--- src/rtl/multdiv_ctrl_if.sv ---
// Handshake bundle between the execute stage, the multdiv sequencer and the iterative multdiv unit.
interface multdiv_ctrl_if;
    logic        dx_is_mult;
    logic        dx_is_div;
    logic [31:0] dx_operandA;
    logic [31:0] dx_operandB;
    logic [4:0]  dx_rd;
    logic        ctrl_MULT;
    logic        ctrl_DIV;
    logic [31:0] md_operandA;
    logic [31:0] md_operandB;
    logic [31:0] md_result;
    logic        md_exception;
    logic        md_ready;
    logic        stall;
    logic        wb_valid;
    logic [4:0]  wb_rd;
    logic [31:0] wb_data;

    modport master (
        output dx_is_mult, dx_is_div, dx_operandA, dx_operandB, dx_rd,
               md_result, md_exception, md_ready,
        input  ctrl_MULT, ctrl_DIV, md_operandA, md_operandB,
               stall, wb_valid, wb_rd, wb_data
    );

    modport slave (
        input  dx_is_mult, dx_is_div, dx_operandA, dx_operandB, dx_rd,
               md_result, md_exception, md_ready,
        output ctrl_MULT, ctrl_DIV, md_operandA, md_operandB,
               stall, wb_valid, wb_rd, wb_data
    );
endinterface

--- src/rtl/multdiv_ctrl.sv ---
// Sequences the shared iterative multiplier/divider: start pulse, pipeline stall,
// timeout supervision and a single writeback record per mul/div instruction.
module multdiv_ctrl #(
    parameter int unsigned TIMEOUT     = 40,
    parameter int unsigned CNT_W       = 6,
    parameter int unsigned RSTATUS_MUL = 4,
    parameter int unsigned RSTATUS_DIV = 5
) (
    input logic           i_clock,
    input logic           i_reset,
    multdiv_ctrl_if.slave io_md
);
    localparam int unsigned DATA_W    = 32;
    localparam int unsigned REG_W     = 5;
    localparam int unsigned STATUS_RD = 30;

    typedef enum logic [1:0] {S_IDLE, S_BUSY, S_DONE} state_t;

    state_t              r_state;
    state_t              w_next_state;
    logic [CNT_W-1:0]    r_cnt;
    logic                r_is_mul;
    logic [DATA_W-1:0]   r_op_a;
    logic [DATA_W-1:0]   r_op_b;
    logic [REG_W-1:0]    r_rd;
    logic [DATA_W-1:0]   r_result;
    logic                r_exc;
    logic                w_start;
    logic                w_timeout;
    logic                w_ctrl_mult;
    logic                w_ctrl_div;
    logic                w_stall;
    logic                w_wb_valid;

    always_ff @(posedge i_clock or negedge i_reset) begin
        if (!i_reset) r_state <= S_IDLE;
        else          r_state <= w_next_state;
    end

    // Start decode is gated by reset so every output reads 0 while reset is held.
    always_comb begin
        w_next_state = r_state;
        w_start      = 1'b0;
        w_timeout    = 1'b0;
        w_ctrl_mult  = 1'b0;
        w_ctrl_div   = 1'b0;
        w_stall      = 1'b0;
        w_wb_valid   = 1'b0;
        case (r_state)
            S_IDLE: begin
                if (i_reset && (io_md.dx_is_mult || io_md.dx_is_div)) begin
                    w_start      = 1'b1;
                    w_ctrl_mult  = io_md.dx_is_mult;
                    w_ctrl_div   = !io_md.dx_is_mult;
                    w_stall      = 1'b1;
                    w_next_state = S_BUSY;
                end
            end
            S_BUSY: begin
                w_stall = 1'b1;
                if (io_md.md_ready) begin
                    w_next_state = S_DONE;
                end else if (r_cnt == CNT_W'(TIMEOUT - 1)) begin
                    w_timeout    = 1'b1;
                    w_next_state = S_DONE;
                end
            end
            S_DONE: begin
                w_wb_valid   = 1'b1;
                w_next_state = S_IDLE;
            end
            default: w_next_state = S_IDLE;
        endcase
    end

    // Operand/result holding registers; a completed result always wins over a same-cycle timeout.
    always_ff @(posedge i_clock or negedge i_reset) begin
        if (!i_reset) begin
            r_cnt    <= '0;
            r_is_mul <= 1'b0;
            r_op_a   <= '0;
            r_op_b   <= '0;
            r_rd     <= '0;
            r_result <= '0;
            r_exc    <= 1'b0;
        end else if (w_start) begin
            r_cnt    <= '0;
            r_is_mul <= io_md.dx_is_mult;
            r_op_a   <= io_md.dx_operandA;
            r_op_b   <= io_md.dx_operandB;
            r_rd     <= io_md.dx_rd;
            r_result <= '0;
            r_exc    <= 1'b0;
        end else if (r_state == S_BUSY) begin
            r_cnt <= r_cnt + CNT_W'(1);
            if (io_md.md_ready) begin
                r_result <= io_md.md_result;
                r_exc    <= io_md.md_exception;
            end else if (w_timeout) begin
                r_result <= '0;
                r_exc    <= 1'b1;
            end
        end
    end

    assign io_md.ctrl_MULT   = w_ctrl_mult;
    assign io_md.ctrl_DIV    = w_ctrl_div;
    assign io_md.stall       = w_stall;
    assign io_md.wb_valid    = w_wb_valid;
    assign io_md.md_operandA = r_op_a;
    assign io_md.md_operandB = r_op_b;

    always_comb begin
        io_md.wb_rd   = '0;
        io_md.wb_data = '0;
        if (w_wb_valid) begin
            if (r_exc) begin
                io_md.wb_rd   = REG_W'(STATUS_RD);
                io_md.wb_data = r_is_mul ? DATA_W'(RSTATUS_MUL) : DATA_W'(RSTATUS_DIV);
            end else begin
                io_md.wb_rd   = r_rd;
                io_md.wb_data = r_result;
            end
        end
    end
endmodule
--- src/flat_wrapper.sv ---
// flat-port wrapper written by rule: the top's interface ports become plain ports
module multdiv_ctrl_flat 
#(
    parameter int unsigned TIMEOUT     = 40,
    parameter int unsigned CNT_W       = 6,
    parameter int unsigned RSTATUS_MUL = 4,
    parameter int unsigned RSTATUS_DIV = 5
)
  (i_clock, i_reset, io_md_dx_is_mult, io_md_dx_is_div, io_md_dx_operandA, io_md_dx_operandB, io_md_dx_rd, io_md_md_result, io_md_md_exception, io_md_md_ready, io_md_ctrl_MULT, io_md_ctrl_DIV, io_md_md_operandA, io_md_md_operandB, io_md_stall, io_md_wb_valid, io_md_wb_rd, io_md_wb_data);
  multdiv_ctrl_if io_md_i ();
  input logic i_clock;
  input logic i_reset;
  input wire logic [$bits(io_md_i.dx_is_mult)-1:0] io_md_dx_is_mult;
  input wire logic [$bits(io_md_i.dx_is_div)-1:0] io_md_dx_is_div;
  input wire logic [$bits(io_md_i.dx_operandA)-1:0] io_md_dx_operandA;
  input wire logic [$bits(io_md_i.dx_operandB)-1:0] io_md_dx_operandB;
  input wire logic [$bits(io_md_i.dx_rd)-1:0] io_md_dx_rd;
  input wire logic [$bits(io_md_i.md_result)-1:0] io_md_md_result;
  input wire logic [$bits(io_md_i.md_exception)-1:0] io_md_md_exception;
  input wire logic [$bits(io_md_i.md_ready)-1:0] io_md_md_ready;
  output wire logic [$bits(io_md_i.ctrl_MULT)-1:0] io_md_ctrl_MULT;
  output wire logic [$bits(io_md_i.ctrl_DIV)-1:0] io_md_ctrl_DIV;
  output wire logic [$bits(io_md_i.md_operandA)-1:0] io_md_md_operandA;
  output wire logic [$bits(io_md_i.md_operandB)-1:0] io_md_md_operandB;
  output wire logic [$bits(io_md_i.stall)-1:0] io_md_stall;
  output wire logic [$bits(io_md_i.wb_valid)-1:0] io_md_wb_valid;
  output wire logic [$bits(io_md_i.wb_rd)-1:0] io_md_wb_rd;
  output wire logic [$bits(io_md_i.wb_data)-1:0] io_md_wb_data;
  assign io_md_i.dx_is_mult = io_md_dx_is_mult;
  assign io_md_i.dx_is_div = io_md_dx_is_div;
  assign io_md_i.dx_operandA = io_md_dx_operandA;
  assign io_md_i.dx_operandB = io_md_dx_operandB;
  assign io_md_i.dx_rd = io_md_dx_rd;
  assign io_md_i.md_result = io_md_md_result;
  assign io_md_i.md_exception = io_md_md_exception;
  assign io_md_i.md_ready = io_md_md_ready;
  assign io_md_ctrl_MULT = io_md_i.ctrl_MULT;
  assign io_md_ctrl_DIV = io_md_i.ctrl_DIV;
  assign io_md_md_operandA = io_md_i.md_operandA;
  assign io_md_md_operandB = io_md_i.md_operandB;
  assign io_md_stall = io_md_i.stall;
  assign io_md_wb_valid = io_md_i.wb_valid;
  assign io_md_wb_rd = io_md_i.wb_rd;
  assign io_md_wb_data = io_md_i.wb_data;
  multdiv_ctrl #(.TIMEOUT(TIMEOUT), .CNT_W(CNT_W), .RSTATUS_MUL(RSTATUS_MUL), .RSTATUS_DIV(RSTATUS_DIV)) u_core (.i_clock(i_clock), .i_reset(i_reset), .io_md(io_md_i));
endmodule
--- config.mk ---
export PLATFORM = sky130hd
export DESIGN_NAME = multdiv_ctrl_flat
export DESIGN_NICKNAME = d
export VERILOG_FILES = /design/src/rtl/multdiv_ctrl_if.sv /design/src/rtl/multdiv_ctrl.sv /design/src/flat_wrapper.sv
export SDC_FILE = /design/constraint.sdc
export NUM_CORES = 1
export LEC_CHECK = 0
export ABC_AREA = 1
export ABC_CLOCK_PERIOD_IN_PS = 1500
export CAP_MARGIN = 20
export CORE_MARGIN = 2
export CORE_UTILIZATION = 43
export DETAILED_ROUTE_END_ITERATION = 12
export MAX_ROUTING_LAYER = met4
export PLACE_DENSITY = 0.83
export SYNTH_ARGS = -nofsm -noshare
export SYNTH_HDL_FRONTEND = slang
export SYNTH_SLANG_ARGS = --single-unit
--- constraint.sdc ---
create_clock -name i_clock -period 1.5 [get_ports i_clock]
set_input_delay 0.15 -clock i_clock [delete_from_list [all_inputs] [get_ports i_clock]]
set_output_delay 0.15 -clock i_clock [all_outputs]
set_load 0.05 [all_outputs]
======== Word level (Yosys, flattened, before mapping) ========
Index checks and enable logic that the tools add are counted.
word-level totals
  word-level logic and storage cells ...... 52
  bits in registers ....................... 111
  output and inout bits ................... 105
cells by class
  reduce and logical (&&, ||, !) cells .... 8
  add/subtract/negate cells ............... 1
  equal/unequal tests ..................... 5
  multiplexer cells ....................... 30
operators by type and width
  operator                                                                 number
  32-bit 2-to-1 mux                                                        6
  1-bit 2-to-1 mux                                                         15
  6-bit 2-to-1 mux                                                         2
  5-bit 2-to-1 mux                                                         2
  6-bit by 1-bit adder with 6-bit output, second input constant            1
  6-bit equality test, second input constant                               1
  2-bit 2-to-1 mux                                                         3
  2-bit case mux with 2 select lines                                       1
  2-bit AND reduction                                                      2
  3-bit by 2-bit inequality test with 1-bit output, second input constant  1
  3-bit nonzero test                                                       1
  2-bit by 1-bit equality test with 1-bit output, second input constant    1
  2-bit equality test, second input constant                               1
  2-bit zero test                                                          1
  2-bit by 1-bit inequality test with 1-bit output, second input constant  1
  1-bit case mux with 2 select lines                                       1
  2-bit nonzero test                                                       1
  1-bit logical AND                                                        1
  1-bit zero test                                                          1
  1-bit logical OR                                                         1

======== Depth between registers and ports, before layout ========
Gate-level depths: netlist of run 1.
  depth in word-level cells ............... 8
  depth in mapped cells ................... 9

======== Worst setup path after synthesis of run 1 ========
No wires, ideal clock.
  path type ............................... flip-flop to output port
  start ................................... register u_core.r_state[0]
  end ..................................... output port io_md_wb_data[0]
  arrival ................................. 2.507 ns
  setup slack ............................. -1.157 ns
  data required time ...................... 1.350 ns
  stages on the path, launching flop included .. 4
  path through ............................ dfrtp_1 > nor2_1 > inv_2 > a211oi_1
between the ends
  word-level cells in the longest chain between the ends .. 3
ends and longest elaborated chain
  item                    RTL line             source
  start, declared         multdiv_ctrl.sv:19   state_t r_state;
  start signal, assigned  multdiv_ctrl.sv:37   else r_state <= w_next_state;
  2-bit equality test     multdiv_ctrl.sv:49   case (r_state)
  1-bit 2-to-1 mux        multdiv_ctrl.sv:49
  net io_md_wb_valid      flat_wrapper.sv:26   output wire logic [$bits(io_md_i.wb_valid)-1:0] io_md_wb_valid;
  32-bit 2-to-1 mux       multdiv_ctrl.sv:116  if (w_wb_valid) begin
  end, declared           flat_wrapper.sv:28   output wire logic [$bits(io_md_i.wb_data)-1:0] io_md_wb_data;
The timed path passes the listed nets, and every way through them passes these cells.

======== Worst setup path after layout of run 1 ========
  start ................................... register u_core.r_state[1]
  end ..................................... output port io_md_stall
between the ends
  word-level cells in the longest chain between the ends .. 2
ends and longest elaborated chain
  item                                                                                      RTL line            source
  2-bit by 1-bit equality test with 1-bit output / 2-bit zero test (equally long branches)  multdiv_ctrl.sv:49
  1-bit case mux with 2 select lines (*)                                                    multdiv_ctrl.sv:49
  end, declared                                                                             flat_wrapper.sv:25  output wire logic [$bits(io_md_i.stall)-1:0] io_md_stall;
Every way passes the cells marked *; elsewhere a longest branch is shown, timed or not.

==> results by group, run 1 <==
Layout
  • Finished Core Util: 75.8%
  • Share of cells above drive strength 1: 28.8%
  • Reg area: 2780 µm²
  • Area of the multi-input gates: 1990 µm²
  • FILL cells: 700
  • Most common cell after layout, fill and taps aside: nand2_1
  • Most frequent cells in the layout: nand2_1, dfrtp_1, clkdlybuf4s50_1
  • Area Growth Syn to Fin: 73.5%
  • Final Net Count: 925

Power
  • Leakage power: 4.16 nW
  • Pint: 7.64 mW
  • P_sw: 5.85 mW
  • Cell Pwr Density: 1560 nW/µm²
  • Combinational fraction of design power: 48.6%
  • Clock share of power: 18.5%
  • Total power: 13.5 mW
  • Sequential Power Share: 32.9%
  • Peak supply drop: 1.25 mV
  • Switching Fraction: 43.3%

Drt
  • Top routing layer used: met4
  • Final wirelength: 15.7 mm
  • First-pass detailed-route iteration total: 5
  • Post-detailed-route DRC marker count: 0
  • Wire length on met2: 8.23 mm
  • Post-DR vias/cell: 5.16
  • DRT iter0 DRCs: 349
  • Post-route ant nets: 0
  • WL met1: 5.91 mm
  • Via Count: 4980
  • Met3 Wirelength: 1.04 mm
  • Average wire per standard cell: 16.2 µm

Synthesis
  • Syn Area/Cell: 8.53 µm²
  • Synth Net Count: 691
  • Netlist cell types: 24
  • FF+latch count, synth: 111
  • Asr flop ratio synth: 100%
  • Seq/Total Area, Yosys: 55.9%
  • Number of synthesized flops with an enable pin: 0
  • Synth Instances: 583
  • YS warnings: 0
  • Top FF cell, synth: dfrtp_1
  • Mapped cell area: 4970 µm²

Die
  • # rows: 39
  • Die Y: 112 µm
  • Core area: 11400 µm²
  • # IOs: 212
  • Initial core utilization: 43.7%
  • Die Width: 112 µm
  • Die area: 12400 µm²

Setup path
  • Data arrival time of the critical path: 1.56 ns
  • Worst-path fanout max: 4
  • Worst Setup Start Kind: flip-flop
  • Crit-path slowest cell: dfrtp_1
  • CP top delay family: buffers and inverters
  • Cells along the critical path: buf_4 > nor2_4 > nand3_4 > nand2_4 > buf_6 > buf_12
  • CP bufs+invs: 3
  • CP required: 1.35 ns
  • Crit path kind: flip-flop to output port
  • CP peak stage delay: 0.40 ns
  • Critical path capture point type: output port

Timing
  • Final setup fails: 121
  • Max Freq: 583 MHz
  • Final Max Tran Viols: 0
  • Final WS setup: -0.215 ns
  • Min Hold Slack: 0.341 ns
  • RSZ-0062 raised after global routing: true
  • Final Hold Vio Count: 0
  • Final period utilization: 114%
  • Relative slew slack: 62.0%
  • Post-route minimum period: 1.71 ns
  • Worst Clk Skew: 0.00574 ns
  • Worst-margin pin slew: 0.569 ns

Global routing
  • Initial antenna violation count: 1
  • First-pass GRT wire length: 23.5 mm
  • Largest net degree at the start of global routing: 112
  • Vias in the first global route: 4939
  • GR Overflow Total: 0
  • Gr usage total: 24.2%

CTS
  • CTS tree: yes
  • Worst-skew pair later-pin latency: 0.34 ns
  • CTS Root Cell: clkbuf_16
  • Cts bufs inserted: 9
  • CTS H-tree lvls: 3
  • Clk buf depth: 2
  • Clk slew on worst S/H paths: 0.07 ns
  • Sink Count: 111

Place
  • GPL Wtd Cong: 0.823
  • PortBufs: 211
  • HPWL after DPL: 9.80 mm

Status
  • Failing checks: negative setup slack
  • Status: complete, but fails checks

Hold path
  • Worst Hold Class: input pin to flip-flop

Run
  • Max Cap Viol: 0
==> worst register-to-register path, stage by stage, from the launching register on <==
cell and delay (ns):
dfrtp_1 0.40, buf_4 0.15, nor2_4 0.13, nand3_4 0.13, buf_4 0.18, buf_4 0.18, buf_4 0.16, nand4_1 0.10
nand2_1 0.07
==> final timing paths <==
check | cells after the start | slack (ns) | start | end
min in group asynchronous | 3 | 0.58 | i_reset | u_core.r_result[12]
hold / removal | 3 | 0.34 | io_md_dx_operandB[0] | u_core.io_md.md_operandB[0]
setup reg to reg | 8 | -0.11 | u_core.r_state[1] | u_core.r_exc
max in group asynchronous | 3 | 0.50 | i_reset | u_core.r_state[0]
setup / recovery | 6 | -0.21 | u_core.r_state[1] | io_md_stall
hold reg to reg | 2 | 0.49 | u_core.io_md.md_operandA[21] | u_core.io_md.md_operandA[21]
==> power by group through the flow <==
stage | combinational (mW) | sequential [mW] | clock [mW]
after floorplan | 1.94 | 6.36 | 0
after global placement | 5.81 | 4.40 | 0
after detailed placement | 5.97 | 4.42 | 0
after CTS | 6.28 | 4.41 | 2.55
after global routing | 6.90 | 4.53 | 2.68
final | 6.55 | 4.44 | 2.50
==> final cells by class <==
class                   count  area share, %
flip-flops and latches    111           32.2
inverters                  82           3.74
multi-input cells         350           23.0
repair inverters            2          0.319
repair buffers            261           34.9
clock buffers              10           2.66
well taps                 143           2.07
clock inverters             6          0.987
diodes                      1         0.0290
==> cells by family (layout without fill, tap and decap cells) <==
family | after synthesis | count (layout) | share of synthesized area (%)
XOR/XNOR | 2 | 2 | 0.352
AO/OA/AOI/OAI | 79 | 79 | 8.05
other | 0 | 1 | 0
adder cells (fa/ha/maj) | 1 | 1 | 0.252
flip-flops | 111 | 111 | 55.9
buffers and inverters | 123 | 361 | 11.9
AND/OR/NAND/NOR | 267 | 268 | 23.6
==> state kept, by name, summed over array words and instances (netlist names) <==
register	cells
u_core.r_rd	5
u_core.io_md.md_operandB	32
u_core.r_state	2
u_core.io_md.md_operandA	32
u_core.r_result	32
u_core.r_cnt	6
u_core.r_is_mul	1
u_core.r_exc	1
==> metrics by stage <==
step | instances | setup TNS (ns) | worst slack (ns) | instance area, µm²
finish | 966 | -11.75 | -0.215 | 8620
global route | 966 | -18.19 | -0.256 | 8620
CTS | 955 | -6.02 | -0.189 | 8400
detailed placement | 920 | -8.56 | -0.130 | 7740
global placement | 920 | -6.39 | -0.0776 | 7740
floorplan | 583 | -0.0902 | -0.0220 | 5280
==> layer usage <==
| metal | global-route usage, % | vias up |
|---|---|---|
| met3 | 4.08 | 40 |
| li1 | - | 2315 |
| met5 | - | - |
| met2 | 41.8 | 271 |
| met4 | 11.0 | 0 |
| met1 | 27.8 | 2354 |
==> what timing repair did <==
action	in CTS	in global routing
resized for setup	30	20
pin swaps	6	8
buffers inserted	14	4
cloned	4	7
hold buffers	1	0
hold endpoints to repair	111	0
endpoints found under the setup margin	59	134
==> cell usage after synthesis, types with 4 or more instances <==
master	n	area, µm²
a21oi_1	4	20.0
buf_2	17	85.1
buf_4	5	37.5
buf_6	12	135
clkbuf_1	7	26.3
dfrtp_1	111	2780
inv_1	78	293
inv_2	4	15.0
nand2_1	142	533
nand3_1	38	190
nand4_1	33	206
nor2_1	47	176
o21ai_0	14	70.1
o21ai_1	58	290
Power figures use the tool's default switching activity.
==> run 2, diff against run 1 <==
GPL_ROUTABILITY_DRIVEN = 1   (was default)
==> results of run 2 <==
Same layout as run 1: the final DEF is identical, and so are final timing and power.
==> run 3, diff against run 2 <==
CORE_UTILIZATION = 40   (was 43)
CTS_CLUSTER_DIAMETER = 120   (was default)
PLACE_DENSITY = 0.78   (was 0.83)
==> run 3 against run 2 <==
  * The flow still finishes with violations (negative setup slack)
  * Combinational power fell by 4.3%
  * Register-to-register slack improved by 0.18 ns
  * Flip-flop and latch count did not move
  * Clock power fell by 14%
  * Largest cell class unchanged
  * Final cell count rose by 1.8%
  * Via count fell by 2.7%
  * Critical endpoint is now io_md_wb_data[10]
  * Die area rose by 7.2%
==> results by group, run 3 (synthesis gave the netlist of run 1 again) <==
Status
  • Status: complete, but fails checks
  • Failing checks: negative setup slack

Global routing
  • Gr usage total: 22.2%
  • Initial antenna violation count: 0
  • Vias in the first global route: 4674
  • GR Overflow Total: 0
  • Largest net degree at the start of global routing: 112
  • First-pass GRT wire length: 22.5 mm

Place
  • HPWL after DPL: 10.4 mm
  • GPL Wtd Cong: 0.783
  • Post-DP Area: 7840 µm²
  • Placed cell count: 951
  • PortBufs: 211

Run
  • Max Cap Viol: 0

Drt
  • First-pass detailed-route iteration total: 7
  • WL met1: 6.07 mm
  • DRT iter0 DRCs: 280
  • Post-detailed-route DRC marker count: 0
  • Wire length on met2: 7.21 mm
  • Average wire per standard cell: 15.0 µm
  • Met3 Wirelength: 1.19 mm
  • Post-route ant nets: 0
  • Final wirelength: 14.8 mm
  • Top routing layer used: met4
  • Post-DR vias/cell: 4.93
  • Via Count: 4845

Timing
  • Max Freq: 586 MHz
  • Worst-margin pin slew: 0.567 ns
  • Final Max Tran Viols: 0
  • Final TNS setup: -7.03 ns
  • Final Hold Vio Count: 0
  • RSZ-0062 raised after global routing: true
  • Final setup fails: 41
  • Post-route minimum period: 1.71 ns
  • Min Hold Slack: 0.335 ns
  • Final period utilization: 114%
  • Worst Clk Skew: 0.00444 ns
  • Final WS setup: -0.206 ns
  • Relative slew slack: 62.2%

CTS
  • Clk slew on worst S/H paths: 0.07 ns
  • Sink Count: 111
  • CTS Root Cell: clkbuf_16
  • Clk buf depth: 2
  • CTS tree: yes
  • Worst-skew pair later-pin latency: 0.34 ns
  • Cts bufs inserted: 9
  • CTS H-tree lvls: 3

Die
  • # rows: 40
  • Die area: 13300 µm²
  • Die Width: 115 µm
  • Core area: 12100 µm²
  • Initial core utilization: 41.2%
  • Die Y: 115 µm
  • # IOs: 212

Power
  • Pint: 7.13 mW
  • Total power: 12.8 mW
  • P_sw: 5.69 mW
  • Cell Pwr Density: 1530 nW/µm²
  • Combinational fraction of design power: 48.9%
  • Leakage power: 4.05 nW
  • Peak supply drop: 1.13 mV
  • Sequential Power Share: 34.3%
  • Switching Fraction: 44.4%
  • Clock share of power: 16.8%

Layout
  • Fin cells: 983
  • Share of cells above drive strength 1: 26.9%
  • Final Net Count: 919
  • Design Area, Final: 8400 µm²
  • Most frequent cells in the layout: nand2_1, dfrtp_1, clkdlybuf4s50_1
  • Most common cell after layout, fill and taps aside: nand2_1
  • Area Growth Syn to Fin: 69.0%
  • FILL cells: 893

Setup path
  • Worst Setup Start Kind: flip-flop
  • Critical path capture point type: output port
  • Worst-path fanout max: 12
  • Data arrival time of the critical path: 1.56 ns
  • Crit path kind: flip-flop to output port
  • CP required: 1.35 ns

Hold path
  • Worst Hold Class: input pin to flip-flop
[run 3: cell count changes in the layout (fill, tap and decap cells not counted), moves of 2 or more]
cell,before,now
o21ai_2,4,0
nand2_4,5,3
nand2_1,140,142
buf_8,4,1
buf_4,90,92
inv_12,2,0
o21ai_0,9,14
bufinv_16,2,0
buf_12,48,46
[run 3: power groups by stage]
stage | registers, mW | clock network [mW] | logic (mW)
6_report | 4.40 | 2.15 | 6.27
5_1_grt | 4.51 | 2.31 | 6.66
4_1_cts | 4.40 | 2.19 | 6.13
3_5_place_dp | 4.42 | 0 | 6.03
3_3_place_gp | 4.39 | 0 | 5.90
2_1_floorplan | 6.36 | 0 | 1.94
[run 3: final cells by class]
class / instances / area [µm²] / area share [%]
clock inverter: 4 / 25.0 / 0.298
sequential: 111 / 2780 / 33.1
antenna: 1 / 2.50 / 0.0298
timing repair buffer: 257 / 2890 / 34.4
inverter: 82 / 315 / 3.75
clock buffer: 10 / 229 / 2.73
multi-input combinational: 350 / 1950 / 23.2
tap: 168 / 210 / 2.50
[run 3: metal layers]
metal | up-vias | GRT usage [%]
li1 | 2300 | -
met1 | 2283 | 27.8
met2 | 238 | 35.2
met3 | 24 | 5.02
met4 | 0 | 8.84
met5 | - | -
[run 3: worst paths after layout]
check	from	end	slack [ns]	cells past startpoint
worst max register to register	u_core.r_state[0]	u_core.r_result[16]	0.07	7
min in group asynchronous	i_reset	u_core.r_is_mul	0.53	3
worst min-delay path	i_reset	u_core.r_cnt[4]	0.34	5
worst min register to register	u_core.io_md.md_operandA[26]	u_core.io_md.md_operandA[26]	0.49	2
max in group asynchronous	i_reset	u_core.r_result[6]	0.57	3
worst max-delay path	u_core.r_state[0]	io_md_wb_data[10]	-0.21	6
[run 3: per-stage QoR]
step / util (%) / setup slack (ns)
after floorplan: - / -0.0220
after global placement: 65.0 / -0.0362
after detailed placement: 65.0 / -0.0814
after CTS: 68.2 / -0.258
after global routing: 69.6 / -0.270
final: 69.7 / -0.206
[run 3: repair_timing]
item | CTS | global route
hold buffers | 1 | 0
hold endpoints to repair | 111 | 0
gates cloned | 0 | 5
gates resized for setup | 14 | 10
buffers inserted | 8 | 6
pin swaps | 3 | 6
setup endpoints to repair | 69 | 83
[run 3: worst max-delay path: stages (launching register included)]
cell and delay [ns]:
dfrtp_1 0.40, buf_6 0.13, nor2_4 0.15, inv_8 0.10
buf_12 0.17, nor2_4 0.13, buf_12 0.14
